## config.mk

```make
export PLATFORM = sky130hd
export DESIGN_NAME = mem_queue_reader
export DESIGN_NICKNAME = d
export VERILOG_FILES = /design/src/rtl/mem_queue_reader_pkg.sv /design/src/rtl/mem_queue_skid2.sv /design/src/rtl/mem_queue_reader.sv
export SDC_FILE = /design/constraint.sdc
export NUM_CORES = 1
export LEC_CHECK = 0
export CORE_MARGIN = 1.5
export CORE_UTILIZATION = 40
export CTS_CLUSTER_DIAMETER = 80
export CTS_CLUSTER_SIZE = 10
export DETAILED_ROUTE_END_ITERATION = 6
export MAX_ROUTING_LAYER = met4
export PLACE_DENSITY = 0.69
export SETUP_SLACK_MARGIN = 0.15
export SYNTH_ARGS = -nofsm -noshare
export SYNTH_HDL_FRONTEND = slang
export SYNTH_SLANG_ARGS = --single-unit
```

## constraint.sdc

```tcl
create_clock -name i_clk -period 3.59 [get_ports i_clk]
set_input_delay 0.359 -clock i_clk [delete_from_list [all_inputs] [get_ports i_clk]]
set_output_delay 0.359 -clock i_clk [all_outputs]
set_load 0.005 [all_outputs]
```

## src/rtl/mem_queue_reader_pkg.sv

```systemverilog
// Shared definitions for the circular task-queue reader and its producer-side peer.
package mem_queue_reader_pkg;

    // Default queue geometry; ptr_t is shared with the producer writer.
    localparam int unsigned QUEUE_SIZE = 16;
    localparam int unsigned AW         = $clog2(QUEUE_SIZE);

    // Slot index plus one wrap bit in the MSB.
    typedef logic [AW:0] ptr_t;

    // Pointer width for an arbitrary power-of-two queue depth.
    function automatic int unsigned ptr_width(input int unsigned size);
        return $clog2(size) + 1;
    endfunction

endpackage

```

## src/rtl/mem_queue_skid2.sv

```systemverilog
// Two-entry output FIFO: absorbs the one-cycle memory latency so the stream
// can run at one beat per cycle under backpressure. Head register drives the output.
module mem_queue_skid2 #(
    parameter int unsigned WIDTH = 128
) (
    input  logic             i_clk,
    input  logic             i_rstn,
    input  logic             i_push,
    input  logic [WIDTH-1:0] i_data,
    output logic             o_valid,
    input  logic             i_ready,
    output logic [WIDTH-1:0] o_data,
    output logic [1:0]       o_occ
);

    logic [WIDTH-1:0] r_head;
    logic [WIDTH-1:0] r_tail;
    logic [1:0]       r_occ;
    logic             w_pop;

    assign o_valid = (r_occ != 2'd0);
    assign o_data  = r_head;
    assign o_occ   = r_occ;
    assign w_pop   = o_valid && i_ready;

    // Head/tail shuffle on push, pop or both; order is always head first.
    always_ff @(posedge i_clk or negedge i_rstn) begin
        if (!i_rstn) begin
            r_head <= '0;
            r_tail <= '0;
            r_occ  <= 2'd0;
        end else begin
            case ({i_push, w_pop})
                2'b10: begin
                    if (r_occ == 2'd0) r_head <= i_data;
                    else               r_tail <= i_data;
                    r_occ <= r_occ + 2'd1;
                end
                2'b01: begin
                    r_head <= r_tail;
                    r_occ  <= r_occ - 2'd1;
                end
                2'b11: begin
                    // Occupancy unchanged; with two entries the tail moves up.
                    if (r_occ == 2'd2) begin
                        r_head <= r_tail;
                        r_tail <= i_data;
                    end else begin
                        r_head <= i_data;
                    end
                end
                default: ;
            endcase
        end
    end

`ifndef SYNTHESIS
    a_occ_range: assert property (@(posedge i_clk) disable iff (!i_rstn) r_occ <= 2'd2);
    a_no_overflow: assert property (@(posedge i_clk) disable iff (!i_rstn)
        !(i_push && !w_pop && (r_occ == 2'd2)));
`endif

endmodule

```

## src/rtl/mem_queue_reader.sv

```systemverilog
// Consumer side of a circular queue in dual-port RAM: issues in-order slot reads
// (clearing each slot read-first in the same cycle) and streams them out.
module mem_queue_reader
    import mem_queue_reader_pkg::*;
#(
    parameter int unsigned      SIZE          = 16,
    parameter int unsigned      WIDTH         = 128,
    parameter bit               CLEAR_ON_READ = 1'b1,
    parameter logic [WIDTH-1:0] CLEAR_VALUE   = '0,
    localparam int unsigned     PW            = ptr_width(SIZE)
) (
    input  logic             i_clk,
    input  logic             i_rstn,
    input  logic [PW-1:0]    i_wr_ptr,
    output logic [PW-1:0]    o_rd_ptr,
    output logic             o_mem_en,
    output logic             o_mem_we,
    output logic [PW-2:0]    o_mem_addr,
    output logic [WIDTH-1:0] o_mem_din,
    input  logic [WIDTH-1:0] i_mem_dout,
    output logic             o_m_tvalid,
    input  logic             i_m_tready,
    output logic [WIDTH-1:0] o_m_tdata
);

    logic [PW-1:0] r_rd_ptr;
    logic          r_inflight;
    logic          w_empty;
    logic          w_pop;
    logic          w_issue;
    logic [1:0]    w_occ;
    logic [2:0]    w_load;

    assign w_empty = (r_rd_ptr == i_wr_ptr);
    assign w_pop   = o_m_tvalid && i_m_tready;
    assign w_load  = {1'b0, w_occ} + {2'b00, r_inflight};
    // Reserve a buffer entry for every read in flight; a pop this cycle frees one.
    // Gated by reset so the memory port is quiet while reset is held.
    assign w_issue = i_rstn && !w_empty && (w_load < (3'd2 + {2'b00, w_pop}));

    assign o_mem_en   = w_issue;
    assign o_mem_we   = w_issue && CLEAR_ON_READ;
    assign o_mem_addr = r_rd_ptr[PW-2:0];
    assign o_mem_din  = CLEAR_VALUE;
    assign o_rd_ptr   = r_rd_ptr;

    // Read pointer counts issued slots; in-flight flag marks data arriving next cycle.
    always_ff @(posedge i_clk or negedge i_rstn) begin
        if (!i_rstn) begin
            r_rd_ptr   <= '0;
            r_inflight <= 1'b0;
        end else begin
            r_rd_ptr   <= r_rd_ptr + PW'(w_issue);
            r_inflight <= w_issue;
        end
    end

    mem_queue_skid2 #(
        .WIDTH (WIDTH)
    ) u_skid (
        .i_clk   (i_clk),
        .i_rstn  (i_rstn),
        .i_push  (r_inflight),
        .i_data  (i_mem_dout),
        .o_valid (o_m_tvalid),
        .i_ready (i_m_tready),
        .o_data  (o_m_tdata),
        .o_occ   (w_occ)
    );

`ifndef SYNTHESIS
    logic [PW-1:0] w_dist;
    assign w_dist = i_wr_ptr - r_rd_ptr;

    a_ptr_dist: assert property (@(posedge i_clk) disable iff (!i_rstn) w_dist <= PW'(SIZE));
    a_occ: assert property (@(posedge i_clk) disable iff (!i_rstn) w_load <= 3'd2);
    a_stall_stable: assert property (@(posedge i_clk) disable iff (!i_rstn)
        (o_m_tvalid && !i_m_tready) |=> (o_m_tvalid && $stable(o_m_tdata)));
`endif

endmodule

```

==> flow_summary.yaml <==
worst_setup_path:
  crit_path_start: "u_skid.o_occ[0]"
  cp_data_arrival_time_ps: 2460
  end_kind: "primary output"
  reg2reg_from: "u_skid.o_occ[0]"
  worstPathMaxFanout: 9
  critPathRequiredTime_ps: 3230
  startpoint_type: "flip-flop"
  path_class: "flip-flop to primary output"
synthesis:
  ys_seq_elements: 264
  synth_edf_count: 0
  yosys_warnings: 0
  yosys.area.top_type_share: 0.5007
  yosys-top-cells-area: "dfrtp_1 50%, mux2_4 14%, buf_4 7.6%, a31oi_1 6.1%, nand3_1 5.0%"
  synth_common_cells: "264 x dfrtp_1, 133 x buf_4, 131 x nand3_1"
  synth.avg_cell_area_um2: 11.11
  synth.most_common_cell: "dfrtp_1"
  yosys.area.top_type: "dfrtp_1"
  synth-compound-area-share: 0.1128
  synth_cell_types: 30
  synth_top_family_by_area: "multiplexers"
  synthArstFlopShare: 1.000
  synthSimpleGateAreaFrac: 0.1020
  synthFlopType: "dfrtp_1"
  synthMuxAreaShare: 0.1434
  synthAdderAreaFrac: 0.006638
  syn_area_um2: 13200
  syn_inst: 1188
  synthXorXnorAreaFrac: 0.007301
  synth-seq-area-share: 0.5007
routing:
  first_iter_violations: 682
  viasPerCell: 5.372
  via_count: 9906
  wl_per_cell_um: 18.72
  firstDrtPassIters: 7
  final_antenna_net_count: 0
  post-route-drc-count: 0
  drt_wl_total_mm: 34.52
finish:
  num-nets-final: 1543
  final_cell_area_um2: 16460
  drive_gt1_frac: 0.1378
  multi_input_area_um2: 5431
  fin_util: 0.5059
  regArea_um2: 6606
  syn_to_final_growth_pct: 24.74
  n_fill_cell: 2916
hold_path:
  worstHoldPathType: "input pin to async pin"
placed_design:
  place_ws_ps: 872.6
  dpl.hpwl_mm: 20.29
  port_buffers: 275
  dpl_cell_area_um2: 15660
  place.gp.congestion: 0.7944
die:
  core_um2: 32540
  dieArea_um2: 34090
  pin_count: 404
  initial_core_util: 0.4056
  rows: 66
  die_h_um: 184.6
  die_w_um: 184.6
sta:
  hold_violations: 0
  setup_viol: 0
  relSlewSlack: 0.4198
  final.min_clock_period_ps: 2817
  fin_skew_ps: 17.42
  tns_ps: 0
  slew_viol_final: 0
  period_share: 0.7846
  worst_pin_slew_ps: 870.3
  fmax_ghz: 0.3550
  setup_ws_ps: 773.2
  rsz0062_at_grt: "false"
grt:
  track_usage: 0.2016
  overflow: 0
  grt_pass1_wl_mm: 53.98
  grt_max_degree: 139
  grt_pass1_vias: 9755
  antenna_found_initial: 1
clock_network:
  cts-root-buf: "clkbuf_16"
  clk_path_buf_depth: 3
  cts_tree: "done"
  path_clk_slew_ps: 60
  htree_levels: 1
  cts_sinks: 264
  cts_buffers: 30
  clock_latency_ps: 550
power:
  power_density_nw_per_um2: 923.7
  ir_drop_mv: 0.3801
  leakage_nw: 6.889
job:
  maxCapViolCount: 0
run_status:
  status: "completed"
## worst paths after layout
kind	end	slack [ps]	cells past startpoint
worst min register to register	u_skid.r_tail[119]	500	1
worst min-delay path	u_skid.o_data[100]	320	2
worst max-delay path	o_mem_we	770	5
max in group asynchronous	u_skid.r_tail[43]	1980	3
min in group i_clk	u_skid.o_data[81]	420	3
worst max register to register	u_skid.r_tail[38]	970	7
## cell usage in the layout (no fill, tap or decap), types with 2 or more instances in the layout
cell type          n
conb_1           128
o21ai_1            2
buf_4             13
clkdlybuf4s50_1  274
buf_12            10
inv_1              2
ha_1               6
mux2_4           120
clkbuf_16         31
nand2_1            2
nor3_1           128
mux2_2             8
dfrtp_1          264
nand3_1          131
a31oi_1          128
xor2_1             2
xnor2_1            9
o21ai_0          127
## layer usage
metal / global-route usage / vias up / share of wire
met5: - / - / 0
li1: - / 4433 / -
met4: 0.05366 / 0 / 0.019
met1: 0.2707 / 4963 / 0.43
met3: 0.03754 / 54 / 0.078
met2: 0.3135 / 456 / 0.47
## cell families after synthesis
logic type | after synthesis
AO/OA/AOI/OAI | 261
XOR/XNOR | 11
adder cells (fa/ha/maj) | 7
buffers and inverters | 249
flip-flops | 264
multiplexers | 128
other | 1
AND/OR/NAND/NOR | 267
## worst max-delay path, cell delays in order (launching register included)
cell and delay (ps):
dfrtp_1 500, ha_1 240, ha_1 260, o21ai_0 80
o2111a_1 290, clkdlybuf4s50_1 530
## state kept, by name, indices dropped and copies added, names as in the netlist
register and cells:
o_rd_ptr 5, r_inflight 1, u_skid.o_data 128, u_skid.o_occ 2
u_skid.r_tail 128
## through the flow
step / power [mW] / hold WS, ps / std cells
floorplan: 9.944 / 63.41 / 1315
global placement: 12.40 / 305.4 / 1809
detailed placement: 12.59 / 312.8 / 1809
CTS: 15.33 / 322.8 / 1843
global route: 16.14 / 356.1 / 1844
finish: 15.20 / 325.0 / 1844
## report_power, final
| group | switching (mW) | total, mW | internal (mW) |
|---|---|---|---|
| registers | 0.948 | 5.50 | 4.55 |
| logic | 2.99 | 7.06 | 4.07 |
| clock network | 1.13 | 2.64 | 1.50 |
| total | 5.07 | 15.2 | 10.1 |
## final cells by class
cell class | instances | share of cell area
sequential | 264 | 0.4014
inverter | 3 | 0.0008362
clock inverter | 1 | 0.0004561
tap | 442 | 0.03360
clock buffer | 32 | 0.04736
timing repair buffer | 299 | 0.1862
multi-input combinational | 802 | 0.3300
antenna | 1 | 0.0001520
## repair_timing
item / 4_1_cts / 5_1_grt
hold endpoints to repair: 56 / 0
setup endpoints to repair: 0 / 0
buffers inserted: 0 / 0
gates resized for setup: 0 / 0
hold buffers: 1 / 0
Power figures use the tool's default switching activity.
